`config.mk`:
```
export PLATFORM = sky130hd
export DESIGN_NAME = input_conditioner
export DESIGN_NICKNAME = d
export VERILOG_FILES = /design/src/rtl/input_conditioner.sv
export SDC_FILE = /design/constraint.sdc
export NUM_CORES = 1
export LEC_CHECK = 0
export ABC_AREA = 0
export CAP_MARGIN = 0
export CORE_MARGIN = 2
export CORE_UTILIZATION = 43
export DETAILED_ROUTE_END_ITERATION = 10
export MAX_ROUTING_LAYER = met4
export PLACE_DENSITY = 0.69
export SLEW_MARGIN = 10
export SYNTH_ARGS = -nofsm -noshare
export SYNTH_HDL_FRONTEND = slang
export SYNTH_SLANG_ARGS = --single-unit
```
`constraint.sdc`:
```
create_clock -name clk -period 2.4 [get_ports clk]
set_input_delay 0.48 -clock clk [delete_from_list [all_inputs] [get_ports clk]]
set_output_delay 0.48 -clock clk [all_outputs]
set_load 0.05 [all_outputs]
```
`src/rtl/input_conditioner.sv`:
```
// Per-bit 2-flop synchroniser and stability-counter debouncer for board switches/buttons.
// Emits registered rise/fall pulses and a sticky change flag for software polling.
module input_conditioner #(
  parameter int WIDTH           = 16,
  parameter int DEBOUNCE_CYCLES = 1000000,
  parameter int CNT_W           = $clog2(DEBOUNCE_CYCLES + 1)
) (
  input  logic             clk,
  input  logic             rst,
  input  logic [WIDTH-1:0] raw_in,
  input  logic             changed_clr,
  output logic [WIDTH-1:0] stable_out,
  output logic [WIDTH-1:0] rise_pulse,
  output logic [WIDTH-1:0] fall_pulse,
  output logic             changed
);

  localparam logic [CNT_W-1:0] CNT_MAX = CNT_W'(DEBOUNCE_CYCLES - 1);
  localparam logic [CNT_W-1:0] CNT_ONE = CNT_W'(1);

  logic [WIDTH-1:0] s1_q, s2_q;
  logic [WIDTH-1:0] stable_q, stable_d;
  logic [WIDTH-1:0] rise_q, rise_d;
  logic [WIDTH-1:0] fall_q, fall_d;
  logic             changed_q, changed_d;
  logic [CNT_W-1:0] cnt_q [WIDTH];
  logic [CNT_W-1:0] cnt_d [WIDTH];

  always_comb begin
    stable_d = stable_q;
    rise_d   = '0;
    fall_d   = '0;
    cnt_d    = cnt_q;
    for (int i = 0; i < WIDTH; i++) begin
      if (s2_q[i] == stable_q[i]) begin
        cnt_d[i] = '0;
      end else if (cnt_q[i] == CNT_MAX) begin
        cnt_d[i]    = '0;
        stable_d[i] = s2_q[i];
        rise_d[i]   = s2_q[i];
        fall_d[i]   = ~s2_q[i];
      end else begin
        cnt_d[i] = cnt_q[i] + CNT_ONE;
      end
    end
    // A new event on the same edge as a clear must win so it is never lost.
    if ((|rise_d) || (|fall_d)) begin
      changed_d = 1'b1;
    end else if (changed_clr) begin
      changed_d = 1'b0;
    end else begin
      changed_d = changed_q;
    end
  end

  always_ff @(posedge clk) begin
    if (!rst) begin
      s1_q      <= '0;
      s2_q      <= '0;
      stable_q  <= '0;
      rise_q    <= '0;
      fall_q    <= '0;
      changed_q <= 1'b0;
      for (int i = 0; i < WIDTH; i++) begin
        cnt_q[i] <= '0;
      end
    end else begin
      s1_q      <= raw_in;
      s2_q      <= s1_q;
      stable_q  <= stable_d;
      rise_q    <= rise_d;
      fall_q    <= fall_d;
      changed_q <= changed_d;
      cnt_q     <= cnt_d;
    end
  end

  assign stable_out = stable_q;
  assign rise_pulse = rise_q;
  assign fall_pulse = fall_q;
  assign changed    = changed_q;

endmodule

```
# After elaboration in Yosys (flattened, before gate mapping)
# Index checks and enable logic that the tools add are counted.
totals:
  ff_bits: 401
  out_inout_bits: 49
classes:
  n_addsub: 16
  eq_ne: 32
  muxes: 66
  n_bitwise: 33
  reduce_logical: 36
op_table:
  columns: ["op", "count"]
  rows:
  - ["20-bit by 1-bit adder with 20-bit output (second input constant)", 16]
  - ["20-bit == test (second input constant)", 16]
  - ["1-bit 2-to-1 mux", 66]
  - ["3-bit OR reduction", 16]
  - ["1-bit inverter", 33]
  - ["2-bit AND reduction", 16]
  - ["16-bit OR reduction", 2]
  - ["1-bit == test", 16]
  - ["2-bit nonzero test", 1]
  - ["1-bit logical OR", 1]

# Logic depth before layout (Yosys ltp)
depth:
  depth_word: 6
  depth_mapped: 8
  mapped_depth_nobuf: 7

# Worst setup path after synthesis
# Ideal clock, no wire load.
synth_path:
  path_kind: "register to register"
  from: "register cnt_q[280] (netlist bit)"
  to: "register cnt_q[289] (netlist bit)"
  arrival_time_ps: 1691
  setup_slack_ps: 592
  stages_incl_launch_ff: 8
  n_path_buf: 1
  synth_period_minus_slack_ps: 1808
  cell_sequence: "dfxtp_1 ha_1 and4_1 nand2_1 nor4_2 nand3b_1 buf_2 nor2_1"
synth_between:
  elab_chain_cells: 2
  word_cells_on_any_way: 3
  classes_between: "add/sub (1); eq/ne (1); reduce/logical (1)"
synth_rtl:
  columns: ["item", "line", "text"]
  rows:
  - ["start: declaration", "26", "logic [CNT_W-1:0] cnt_q [WIDTH];"]
  - ["start signal: assignment", "74", "cnt_q <= cnt_d;"]
  - ["branches (longest 2 deep; another with 20-bit by 1-bit adder with 20-bit output)", null, null]
# Parallel ways; which one is timed is not known.
# A chain may end at the register's enable or synchronous reset.

# Final worst setup path
layout_path:
  from: "register stable_q[15] (netlist: stable_out[15])"
  to: "output stable_out[15]"
layout_rtl:
  columns: ["item", "line", "text"]
  rows:
  - ["start: declaration", "22", "logic [WIDTH-1:0] stable_q, stable_d;"]
  - ["start signal: assignment", "70", "stable_q <= stable_d;"]
  - ["end: declaration", "12", "output logic [WIDTH-1:0] stable_out,"]
# No word-level cell between the ends.

==> summary.txt <==
Run status
  • Status: completed

GRT
  • Global-route wire length before repair: 52.2 mm
  • Global-route usage over all layers: 16.2%
  • Largest net degree at the start of global routing: 35
  • Initial antenna violation count: 0
  • Total gr overflow: 0
  • Vias in the first global route: 11.6k

Finish
  • Antenna fix cells: 0
  • Syn-to-layout area delta: 18.4%
  • Layout cells sized above 1: 6.16%
  • Most common cell after layout, fill and taps aside: dfxtp_1
  • Commonest non-fill, non-tap cells in the layout: dfxtp_1 (401), nor2_1 (386), xor2_1 (172), nand2_1 (127), nand3_1 (119)
  • Final std cells w/o fill: 2459
  • Fillers: approximately 3.4k
  • Layout net count: 1948

Floorplanning
  • Core ar.: around 38000 sq um
  • # IOs: 68
  • Core Rows: between 70 and 80
  • Die height: 199 um
  • Die ar.: 39600 sq um
  • Starting Density: a little over two fifths
  • Die width: roughly 200 um

Synthesis
  • Adder-cell share of the synthesized area: ~1.2%
  • Multiplexer area fraction after synthesis: less than 1%
  • Seq/Total Area, Yosys: 49.1%
  • Synth cell types: 52
  • Largest family of logic cells by synthesized area: simple AND/OR/NAND/NOR gates
  • Mapped Area: 16300 sq um
  • Mapped Nets: 1852
  • Post-synthesis simple-gate area fraction: around 30%
  • Post-synth top area cell: dfxtp_1
  • Synth Warn #: 0
  • Synth Register Bits: roughly 400
  • Area contributors post-synth: dfxtp_1 (49%), xor2_1 (9.2%), nor2_1 (8.9%)
  • Cells after Synth: 1817
  • Yosys top cell area share: 49.1%
  • Compound-cell area share of the yosys netlist: between 1.5 and 2%
  • Avg Inst Size Synth: 9.00 sq um
  • XOR/XNOR share of the synthesized area: 15.3%

Routing
  • Antenna Violating Nets Remaining: 0
  • Initial DRT Pass Iterations: 7
  • WL final: 30.9 mm
  • Via density: roughly 4.9
  • Metal3 WL: 1.15 mm
  • DRC: 0
  • DR iter-0 viols: 656
  • Wire per inst: 12.6 um
  • Via count: between 10k and 15k
  • Metal2 WL: 14.6 mm
  • Highest metal used: met4
  • Metal-1 WL: roughly 14 mm

Placed design
  • Hpwl dp: 21.0 mm
  • Number of I/O port buffers: 67
  • Placed insts: 2379
  • Final GP Congestion: 0.825

Setup path
  • Worst setup endpoint: stable_out[15]
  • Critical Path AT: 1850 ps
  • Crit Reg-Reg Endpoint: cnt_q[13]
  • Cell class contributing the biggest share of worst-path delay: buffers and inverters
  • CP startpoint: stable_out[15]
  • Crit Path Category: reg -> out
  • Crit path buf inv count: 1
  • Critical path's slowest cell: clkdlybuf4s50_1
  • FF-to-FF Start: cnt_q[0]
  • Critical Path Source Type: flip-flop
  • CP endpoint kind: output port
  • Reg2Reg Depth: 8
  • CP Data Required Time: 1920 ps
  • Setup slack, reg-to-reg: 260 ps
  • Worst-path cell chain: clkdlybuf4s50_1
  • Max incr delay on CP: 870 ps
  • Crit Path Max Fanout: 5
  • Worst path depth: 1

Min path
  • HP Class: in -> reg

STA
  • Worst Tran Pin Value: ~650 ps
  • Crit share post-route: 97.0%
  • RSZ-0062 raised after global routing: no
  • Max Clock Skew: 10.1 ps
  • Rel. slew slack: 56.4%
  • Max Clock Freq: around 0.43 GHz
  • Final worst path period need: 2330 ps
  • Final Setup Violations: 0
  • Fin. Hold Viols: 0
  • Final Max Slew Viols: 0
  • Fin Setup TNS: 0 ps

Job
  • Max-cap violation count: 0

Clock network
  • Clk root buf: clkbuf_16
  • TritonCTS clock tree: built
  • Setup Buffers After CTS: 0
  • # H-tree levels: 2
  • Clock network latency to the later pin of the worst-skew pair: ~550 ps
  • Worst-path clk slew: roughly 60 ps
  • Clock buffer depth: 3
  • Clock sinks: 401
  • CTS Buf Count: 43

Power and ir drop
  • VDD IR max: 0.482 mV
  • P_leak: 6.34 nW
  • PD cells: 759 nW/um^2
## per-layer routing
layer	up-vias	GRT usage, %
li1	6278	-
met1	5610	19.7
met2	147	27.1
met3	64	2.71
met4	0	6.25
met5	-	-
## flip-flops by register name (all words and copies together) (netlist names)
name	cells
changed	1
cnt_q	320
fall_pulse	16
rise_pulse	16
s1_q	16
s2_q	16
stable_out	16
## where the power goes
group / internal (mW) / switching [mW] / leakage, nW
registers: 6.69 / 0.0235 / 3.24
logic: 0.0661 / 0.0921 / 2.28
clock network: 5.11 / 2.72 / 0.828
total: 11.9 / 2.83 / 6.34
## cell families after synthesis
| logic type | after synthesis |
|---|---|
| fa+ha+maj | 16 |
| mux | 13 |
| flops | 401 |
| buf+inv | 82 |
| simple gates | 965 |
| compound gates | 55 |
| xor+xnor | 285 |
## synth_stat cells, drive strengths merged
cell type,instances
dfxtp,401
nor2,387
xor2,172
nand2,128
nand3,121
xnor2,113
nand4,58
and2,42
and3,42
nor3b,38
inv,36
nor3,34
buf,26
or3,25
a21oi,22
and4,21
o21ai,21
clkbuf,19
nor4b,17
ha,16
nor4,15
mux2i,13
nand3b,10
nor2b,7
and4b,4
nand4b,4
nor4bb,4
o211ai,4
or4,3
a22o,2
a22oi,2
or2,2
or4b,2
a2111oi,1
a211o,1
a41oi,1
clkinv,1
nand2b,1
o31ai,1
## through the flow
stage	power, mW	setup WS [ps]	instance area, sq um	utilization, %	hold slack, ps
final	14.7	71.3	19400	51.5	411
after global placement	7.02	382	17600	47.0	415
after global routing	15.2	12.3	19400	51.5	412
after CTS	14.9	39.9	19400	51.5	386
after detailed placement	7.02	252	17600	47.0	419
after floorplan	6.95	592	16300	-	412
## tightest hold or removal path: cells and delay by family
| family | cells | cell delay [ps] |
|---|---|---|
| buf+inv | 2 | 210 |
| simple gates | 2 | 220 |
## final cells by class
type	count	area, sq um	share of cell area [%]
inverter	37	139	0.717
clock buffer	53	1170	6.06
multi-input combinational	1334	7960	41.1
clock inverter	27	541	2.79
tap	511	639	3.30
sequential	401	8030	41.5
timing repair buffer	96	882	4.56
## how the worst min path moves through the flow
stage	from	to	cells past startpoint
after CTS	rst	rise_pulse[7]	4
after floorplan	s1_q[0]	s2_q[0]	1
after detailed placement	s1_q[6]	s2_q[6]	1
final	rst	rise_pulse[7]	4
after global placement	s1_q[11]	s2_q[11]	1
after global routing	rst	rise_pulse[7]	4
## what timing repair did
action,4_1_cts,5_1_grt
endpoints found under the hold margin,0,0
hold buffers,0,0
gates resized for setup,1,0
endpoints found under the setup margin,1,0
No activity file was read; power rests on OpenSTA's default activity.
